[src/rtl/lsu_store_issue.sv]
// Store issue stage: lane-aligns store data, builds byte enables and runs a
// single-outstanding req/ack write to data memory, reporting done or error.
module lsu_store_issue #(
  parameter int unsigned TIMEOUT_CYCLES = 64
) (
  input  logic        clk,
  input  logic        rst_n,
  input  logic        in_valid,
  output logic        in_ready,
  input  logic        is_nop,
  input  logic        is_store,
  input  logic [31:0] addr,
  input  logic [31:0] data_in,
  input  logic [1:0]  size,
  output logic        mem_req,
  output logic        mem_we,
  output logic [31:0] mem_addr,
  output logic [31:0] mem_wdata,
  output logic [3:0]  mem_be,
  input  logic        mem_ack,
  output logic        store_done,
  output logic        store_err,
  output logic [1:0]  err_cause
);

  localparam int unsigned CNT_W = (TIMEOUT_CYCLES == 0) ? 1 : $clog2(TIMEOUT_CYCLES + 1);
  localparam logic [CNT_W-1:0] CNT_LAST = CNT_W'(TIMEOUT_CYCLES - 1);

  typedef enum logic [1:0] {S_IDLE, S_REQ, S_RESP} state_e;
  typedef enum logic [1:0] {
    CAUSE_NONE     = 2'b00,
    CAUSE_MISALIGN = 2'b01,
    CAUSE_SIZE     = 2'b10,
    CAUSE_TIMEOUT  = 2'b11
  } cause_e;

  state_e           state_q, state_d;
  cause_e           cause_q, cause_d;
  logic [CNT_W-1:0] cnt_q, cnt_d;
  logic [31:0]      addr_q, addr_d;
  logic [31:0]      wdata_q, wdata_d;
  logic [3:0]       be_q, be_d;

  logic [3:0]  lane_be;
  logic [31:0] lane_wdata;
  logic        misaligned;
  logic        bad_size;

  always_comb begin
    // NOTE: every always_comb output gets a default first so no path infers a latch.
    lane_be    = 4'b0000;
    lane_wdata = 32'h0;
    misaligned = 1'b0;
    bad_size   = 1'b0;
    unique case (size)
      2'b00: begin
        lane_be    = 4'b0001 << addr[1:0];
        lane_wdata = {4{data_in[7:0]}};
      end
      2'b01: begin
        lane_be    = 4'b0011 << addr[1:0];
        lane_wdata = {2{data_in[15:0]}};
        misaligned = addr[0];
      end
      2'b10: begin
        lane_be    = 4'b1111;
        lane_wdata = data_in;
        misaligned = (addr[1:0] != 2'b00);
      end
      default: bad_size = 1'b1;
    endcase
  end

  always_comb begin
    state_d = state_q;
    cause_d = cause_q;
    cnt_d   = cnt_q;
    addr_d  = addr_q;
    wdata_d = wdata_q;
    be_d    = be_q;
    unique case (state_q)
      S_IDLE: begin
        if (in_valid && is_store && !is_nop) begin
          state_d = S_RESP;
          cnt_d   = '0;
          // Invalid size outranks misalignment.
          if (bad_size) begin
            cause_d = CAUSE_SIZE;
          end else if (misaligned) begin
            cause_d = CAUSE_MISALIGN;
          end else begin
            state_d = S_REQ;
            cause_d = CAUSE_NONE;
            addr_d  = {addr[31:2], 2'b00};
            wdata_d = lane_wdata;
            be_d    = lane_be;
          end
        end
      end
      S_REQ: begin
        if (mem_ack) begin
          state_d = S_RESP;
          cause_d = CAUSE_NONE;
          cnt_d   = '0;
        end else if (TIMEOUT_CYCLES != 0) begin
          // Ack on the limit cycle is handled above, so it beats the timeout.
          if (cnt_q == CNT_LAST) begin
            state_d = S_RESP;
            cause_d = CAUSE_TIMEOUT;
            cnt_d   = '0;
          end else begin
            cnt_d = cnt_q + CNT_W'(1);
          end
        end
      end
      S_RESP: begin
        state_d = S_IDLE;
        cause_d = CAUSE_NONE;
      end
      default: state_d = S_IDLE;
    endcase
  end

  // NOTE: state registers use non-blocking assignments so every flop samples pre-edge values.
  always_ff @(posedge clk or negedge rst_n) begin
    if (!rst_n) begin
      state_q <= S_IDLE;
      cause_q <= CAUSE_NONE;
      cnt_q   <= '0;
      addr_q  <= 32'h0;
      wdata_q <= 32'h0;
      be_q    <= 4'b0000;
    end else begin
      state_q <= state_d;
      cause_q <= cause_d;
      cnt_q   <= cnt_d;
      addr_q  <= addr_d;
      wdata_q <= wdata_d;
      be_q    <= be_d;
    end
  end

  // Memory-side buses read as zero whenever no request is active.
  always_comb begin
    in_ready   = (state_q == S_IDLE);
    mem_req    = (state_q == S_REQ);
    mem_we     = mem_req;
    mem_addr   = mem_req ? addr_q  : 32'h0;
    mem_wdata  = mem_req ? wdata_q : 32'h0;
    mem_be     = mem_req ? be_q    : 4'b0000;
    store_done = (state_q == S_RESP) && (cause_q == CAUSE_NONE);
    store_err  = (state_q == S_RESP) && (cause_q != CAUSE_NONE);
    err_cause  = store_err ? cause_q : CAUSE_NONE;
  end

endmodule

[config.mk]
export PLATFORM = sky130hd
export DESIGN_NAME = lsu_store_issue
export DESIGN_NICKNAME = d
export VERILOG_FILES = /design/src/rtl/lsu_store_issue.sv
export SDC_FILE = /design/constraint.sdc
export NUM_CORES = 1
export LEC_CHECK = 0
export CAP_MARGIN = 5
export CORE_ASPECT_RATIO = 1.1
export CORE_MARGIN = 3
export CORE_UTILIZATION = 35
export CTS_BUF_LIST = sky130_fd_sc_hd__clkbuf_4 sky130_fd_sc_hd__clkbuf_8
export DETAILED_ROUTE_END_ITERATION = 7
export PLACE_DENSITY = 0.7
export SLEW_MARGIN = 40
export SYNTH_ARGS = -nofsm -noshare
export SYNTH_HDL_FRONTEND = slang
export SYNTH_SLANG_ARGS = --single-unit
[constraint.sdc]
create_clock -name clk -period 1.76 [get_ports clk]
set_input_delay 0.352 -clock clk [delete_from_list [all_inputs] [get_ports clk]]
set_output_delay 0.352 -clock clk [all_outputs]
set_load 0.02 [all_outputs]
Word level (Yosys, flattened, before mapping)
Cells that the tools add are included.
W data, S select, Z words.
Storage, ports and cells
  input port bits: 72
  register bits: 77
Cells by class
  add/subtract/negate cells: 1
  reduce and logical (&&, ||, !) cells: 17
  multiplexer cells: 23
  equality and inequality tests: 7
  shift-type cells: 2
  bitwise logic cells: 1
Operators with widths (count)
  $pmux W32 S3: 1
  $mux W32: 2
  $mux W7: 3
  $mux W2: 10
  $pmux W7 S2: 1
  $pmux W4 S3: 1
  $add A7 B1 Y7 const B: 1
  $eq A7 B6 Y1 const B: 1
  $logic_not A2 Y1: 3
  $pmux W2 S3: 1
  $reduce_bool A2 Y1: 3
  $eq A2 B1 Y1 const B: 2
  $eq A2 B2 Y1 const B: 2
  $logic_and A1 B1 Y1: 4
  $mux W4: 1
  $pmux W2 S2: 1
  $reduce_and A2 Y1: 2
  $reduce_and A4 Y1: 1
  $shl A1 B2 Y4 const A: 1
  $shl A2 B2 Y4 const A: 1
  $ne A3 B1 Y1 const B: 1
  $reduce_and A3 Y1: 1
  $reduce_bool A3 Y1: 1
  $reduce_or A3 Y1: 1
  5 further kinds: 5

Longest topological paths before layout
  depth in word-level cells: 6
  mapped depth: 9
  mapped depth without buffers: 6

Worst setup path after synthesis
OpenSTA, ideal clock, no wires.
  path kind: reg-to-output
  start: reg state_q[1]
  end: out mem_be[0]
  cell stages (with the launch flop): 6
  data required time: 1408 ps
  slack: -154 ps
  arrival time: 1562 ps
  cell sequence: dfrtp_1 > inv_1 > ha_1 > clkbuf_1 > clkbuf_1 > and2_1
On the way
  longest elaborated chain between the ends: 2
Ends and longest elaborated chain
  start: declaration: RTL line 37  | state_e state_q, state_d;
  start signal: assignment: RTL line 134  | state_q <= state_d;
  $eq A2 B1 Y1: RTL line 146  | mem_req = (state_q == S_REQ);
  named net mem_req: RTL line 15  | output logic mem_req,
  $mux W4: RTL line 150  | mem_be = mem_req ? be_q : 4'b0000;
  end: declaration: RTL line 19  | output logic [3:0] mem_be,
The timed path passes the listed nets, and every way through them passes these cells.

Worst setup path in the final report
  start: in size[1]
  end: reg state_q[0]
On the way
  longest elaborated chain between the ends: 6
  elaborated cells on any way between the ends: 9
  classes of those cells: 2 x eq/ne; 5 x mux; 2 x reduce/logical
Ends and longest elaborated chain
  start: declaration: RTL line 14  | input logic [1:0] size,
  $eq A2 B2 Y1 / $eq A2 B1 Y1 (equally long branches): RTL line 55  | unique case (size)
  $pmux W1 S2: RTL line 55
  $mux W2: RTL line 89  | end else if (misaligned) begin
  $mux W2 (*): RTL line 87  | if (bad_size) begin
  $mux W2 (*): RTL line 83  | if (in_valid && is_store && !is_nop) begin
  $pmux W2 S2 (*): RTL line 81  | unique case (state_q)
Every way passes the cells marked *; elsewhere a longest branch is shown, timed or not. The select of a mux whose other input is x is not followed.
A chain may end at the register's enable or synchronous reset.

==> impl_metrics.toml <==
[outcome]
status = "complete, but fails checks"
violations = "setup timing"

[grt]
grt_max_degree = 37
overflow = 0
antenna_found_initial = 0
grt_pass1_wl_um = 20500
grt_pass1_vias = 3799
gr-usage-all-layers_pct = 20.2

[timing]
setup_ws_ns = -0.220
final_hold_viol_count = 0
setup_viol = 148
report.final.slew_viol_count = 0
rsz0062_at_grt = "true"
period_share_pct = 112
fmax_mhz = 505
fin_crit_ns = 1.98
skew_ns = 0.0165
finalSetupTns_ns = -20.09

[floorplanning]
fp.dieW_um = 109
initial_core_util_pct = 36.6
die-area_um2 = 13000
num_rows = 40
die_h_um = 119
coreArea_um2 = 11200
pin_count = 147

[final_layout]
num-nets-final = 684
area_delta_synth_final_pct = 84.3
drive_gt1_share_pct = 57.7
antennaDiodeCount = 0
final_util_pct = 67.4

[cts]
path_clk_slew_ns = 0.09
cts_tree = "done"
cts_buffers = 9
clockRootBuffer = "clkbuf_8"
cts_max_path_buffers = 2
cts.htree.levels = 3
clock_latency_ns = 0.36
cts_num_sinks = 77

[detailed_routing]
wl_per_cell_um = 18.7
via_count = 3824
wl_um = 14100
wl_met2_um = 7410
routedLengthMet1_um = 5720
drc_errors = 0
viasPerCell = 5.06
postRouteAntennaNets = 0
first_pass_iters = 4
wl_met3_um = 692
drt_iter0_drc = 155
dr.max_layer_used = "met4"

[synthesis]
synthCells = 395
synth_top_area_cell = "dfrtp_1"
yosysSeqAreaShare_pct = 47.2
avgSynthCellArea_um2 = 10.3
yosysUniqueCellTypes = 43
yosysTopAreaCellShare_pct = 47.2
synth.most_common_cell = "dfrtp_1"
ys_seq_elements = 77
ys_top_cells_by_area = "dfrtp_1, and2_1, mux2_4"
synth_edf_count = 0
synth_flop_cell = "dfrtp_1"
synth_area_um2 = 4080
ys.warnings.count = 0
synthTopCellsByCount = "dfrtp_1, and2_1, nand2_1"
async_reset_ff_share_pct = 100

[pwr]
pwr-share-comb_pct = 44.5
peakVddDrop_mv = 0.658
seqPwrFrac_pct = 38.4
sw_frac_of_total_pct = 34.0
power_density_nw_per_um2 = 1100
clock_power_share_pct = 17.1
internal_power_uw = 5450
p_sw_uw = 2800
leakagePower_uw = 0.00350

[min_path]
hp-class = "input port to asynchronous set/reset pin"

[run]
cap_violations = 0

[setup_path]
crit_arrival_ns = 2.23
crit_fanout = 8
reg2reg_slack_ns = -0.21
worst-setup-path-type = "input port to flip-flop"
critPathLaunchType = "input port"
endpoint_kind = "flip-flop"
cp_data_required_time_ns = 2.01

[place]
gp_congestion = 0.875
portBuffers = 144
dp_hpwl_um = 8370
[layout by cell type (no fill, tap or decap), types with 4 or more instances in the layout]
| cell | netlist | layout |
|---|---|---|
| buf_4 | 3 | 33 |
| clkbuf_8 | 0 | 9 |
| clkbuf_16 | 0 | 5 |
| a21oi_1 | 20 | 18 |
| inv_6 | 0 | 4 |
| o21ai_2 | 0 | 23 |
| nor2_1 | 6 | 6 |
| nand2_1 | 49 | 19 |
| a22oi_1 | 8 | 7 |
| ha_4 | 0 | 5 |
| dfrtp_1 | 77 | 76 |
| buf_12 | 0 | 13 |
| inv_1 | 8 | 4 |
| buf_6 | 5 | 87 |
| buf_16 | 0 | 10 |
| clkdlybuf4s50_1 | 0 | 69 |
| buf_8 | 0 | 5 |
| a22o_1 | 9 | 9 |
| nand2_2 | 0 | 17 |
| and2_2 | 0 | 7 |
| mux2_4 | 27 | 27 |
| nand2_4 | 0 | 13 |
| and2_4 | 0 | 62 |
| o21ai_1 | 0 | 18 |
[worst paths after layout]
kind / startpoint / to / depth (start not counted)
max in group asynchronous: rst_n / addr_q[2] / 3
max: size[1] / state_q[0] / 10
max reg2reg: state_q[0] / cnt_q[3] / 9
min in group clk: be_q[1] / be_q[1] / 2
min: rst_n / wdata_q[12] / 2
min reg2reg: be_q[1] / be_q[1] / 2
[timing repair]
item | 4_1_cts | 5_1_grt
setup endpoints to repair | 147 | 149
resized for setup | 547 | 139
cloned | 13 | 7
pin swaps | 27 | 15
endpoints found under the hold margin | 24 | 0
buffers inserted | 16 | 19
hold buffers | 1 | 0
[cells by family after synthesis]
logic type      after synthesis  share of synthesized area, %
fa+ha+maj                     9                          2.76
flops                        77                          47.2
mux                          33                          11.5
buf+inv                      36                          4.63
other cells                   1                        0.0919
compound gates               95                          14.7
simple gates                144                          19.1
[power groups by stage]
stage	combinational [uW]	clock, uW	sequential (uW)
after floorplan	1590	0	2850
after global placement	2440	0	2950
after detailed placement	2500	0	2980
after CTS	3180	1450	3030
after global routing	3920	1540	3270
final	3670	1410	3170
[sequential cells by signal, summed over array words and instances (netlist names)]
name     count
wdata_q     32
addr_q      30
cnt_q        7
be_q         4
cause_q      2
state_q      2
[per-stage QoR]
step	hold WS [ns]	cells	cell area [um2]	setup slack (ns)	power [uW]
floorplan	0.0564	396	4150	-0.00874	4440
global placement	0.288	692	5940	-0.482	5390
detailed placement	0.289	692	5940	-0.534	5480
CTS	0.444	737	6930	-0.215	7650
global route	0.487	755	7520	-0.277	8730
finish	0.463	755	7520	-0.220	8250
[layer usage]
| layer | global-route usage [%] | vias to the layer above |
|---|---|---|
| met2 | 33.8 | 113 |
| met5 | 0 | - |
| li1 | - | 1763 |
| met3 | 4.01 | 25 |
| met4 | 6.24 | 0 |
| met1 | 26.2 | 1923 |
[final cells by class]
| class | count | area (um2) |
|---|---|---|
| Multi-Input combinational cell | 283 | 2500 |
| Tap cell | 147 | 184 |
| Clock inverter | 7 | 80.1 |
| Clock buffer | 9 | 124 |
| Timing Repair Buffer | 224 | 2670 |
| Sequential cell | 77 | 1930 |
| Inverter | 8 | 32.5 |
| Fill cell | 807 | 3640 |
[critical path: stages]
cell and delay, ns:
clkdlybuf4s50_1 0.47, inv_1 0.10, ha_4 0.31, nand3_2 0.10
nand4_4 0.19, buf_4 0.15, buf_12 0.14, buf_16 0.15
inv_2 0.04, a22o_1 0.22
Power figures use the tool's default switching activity.
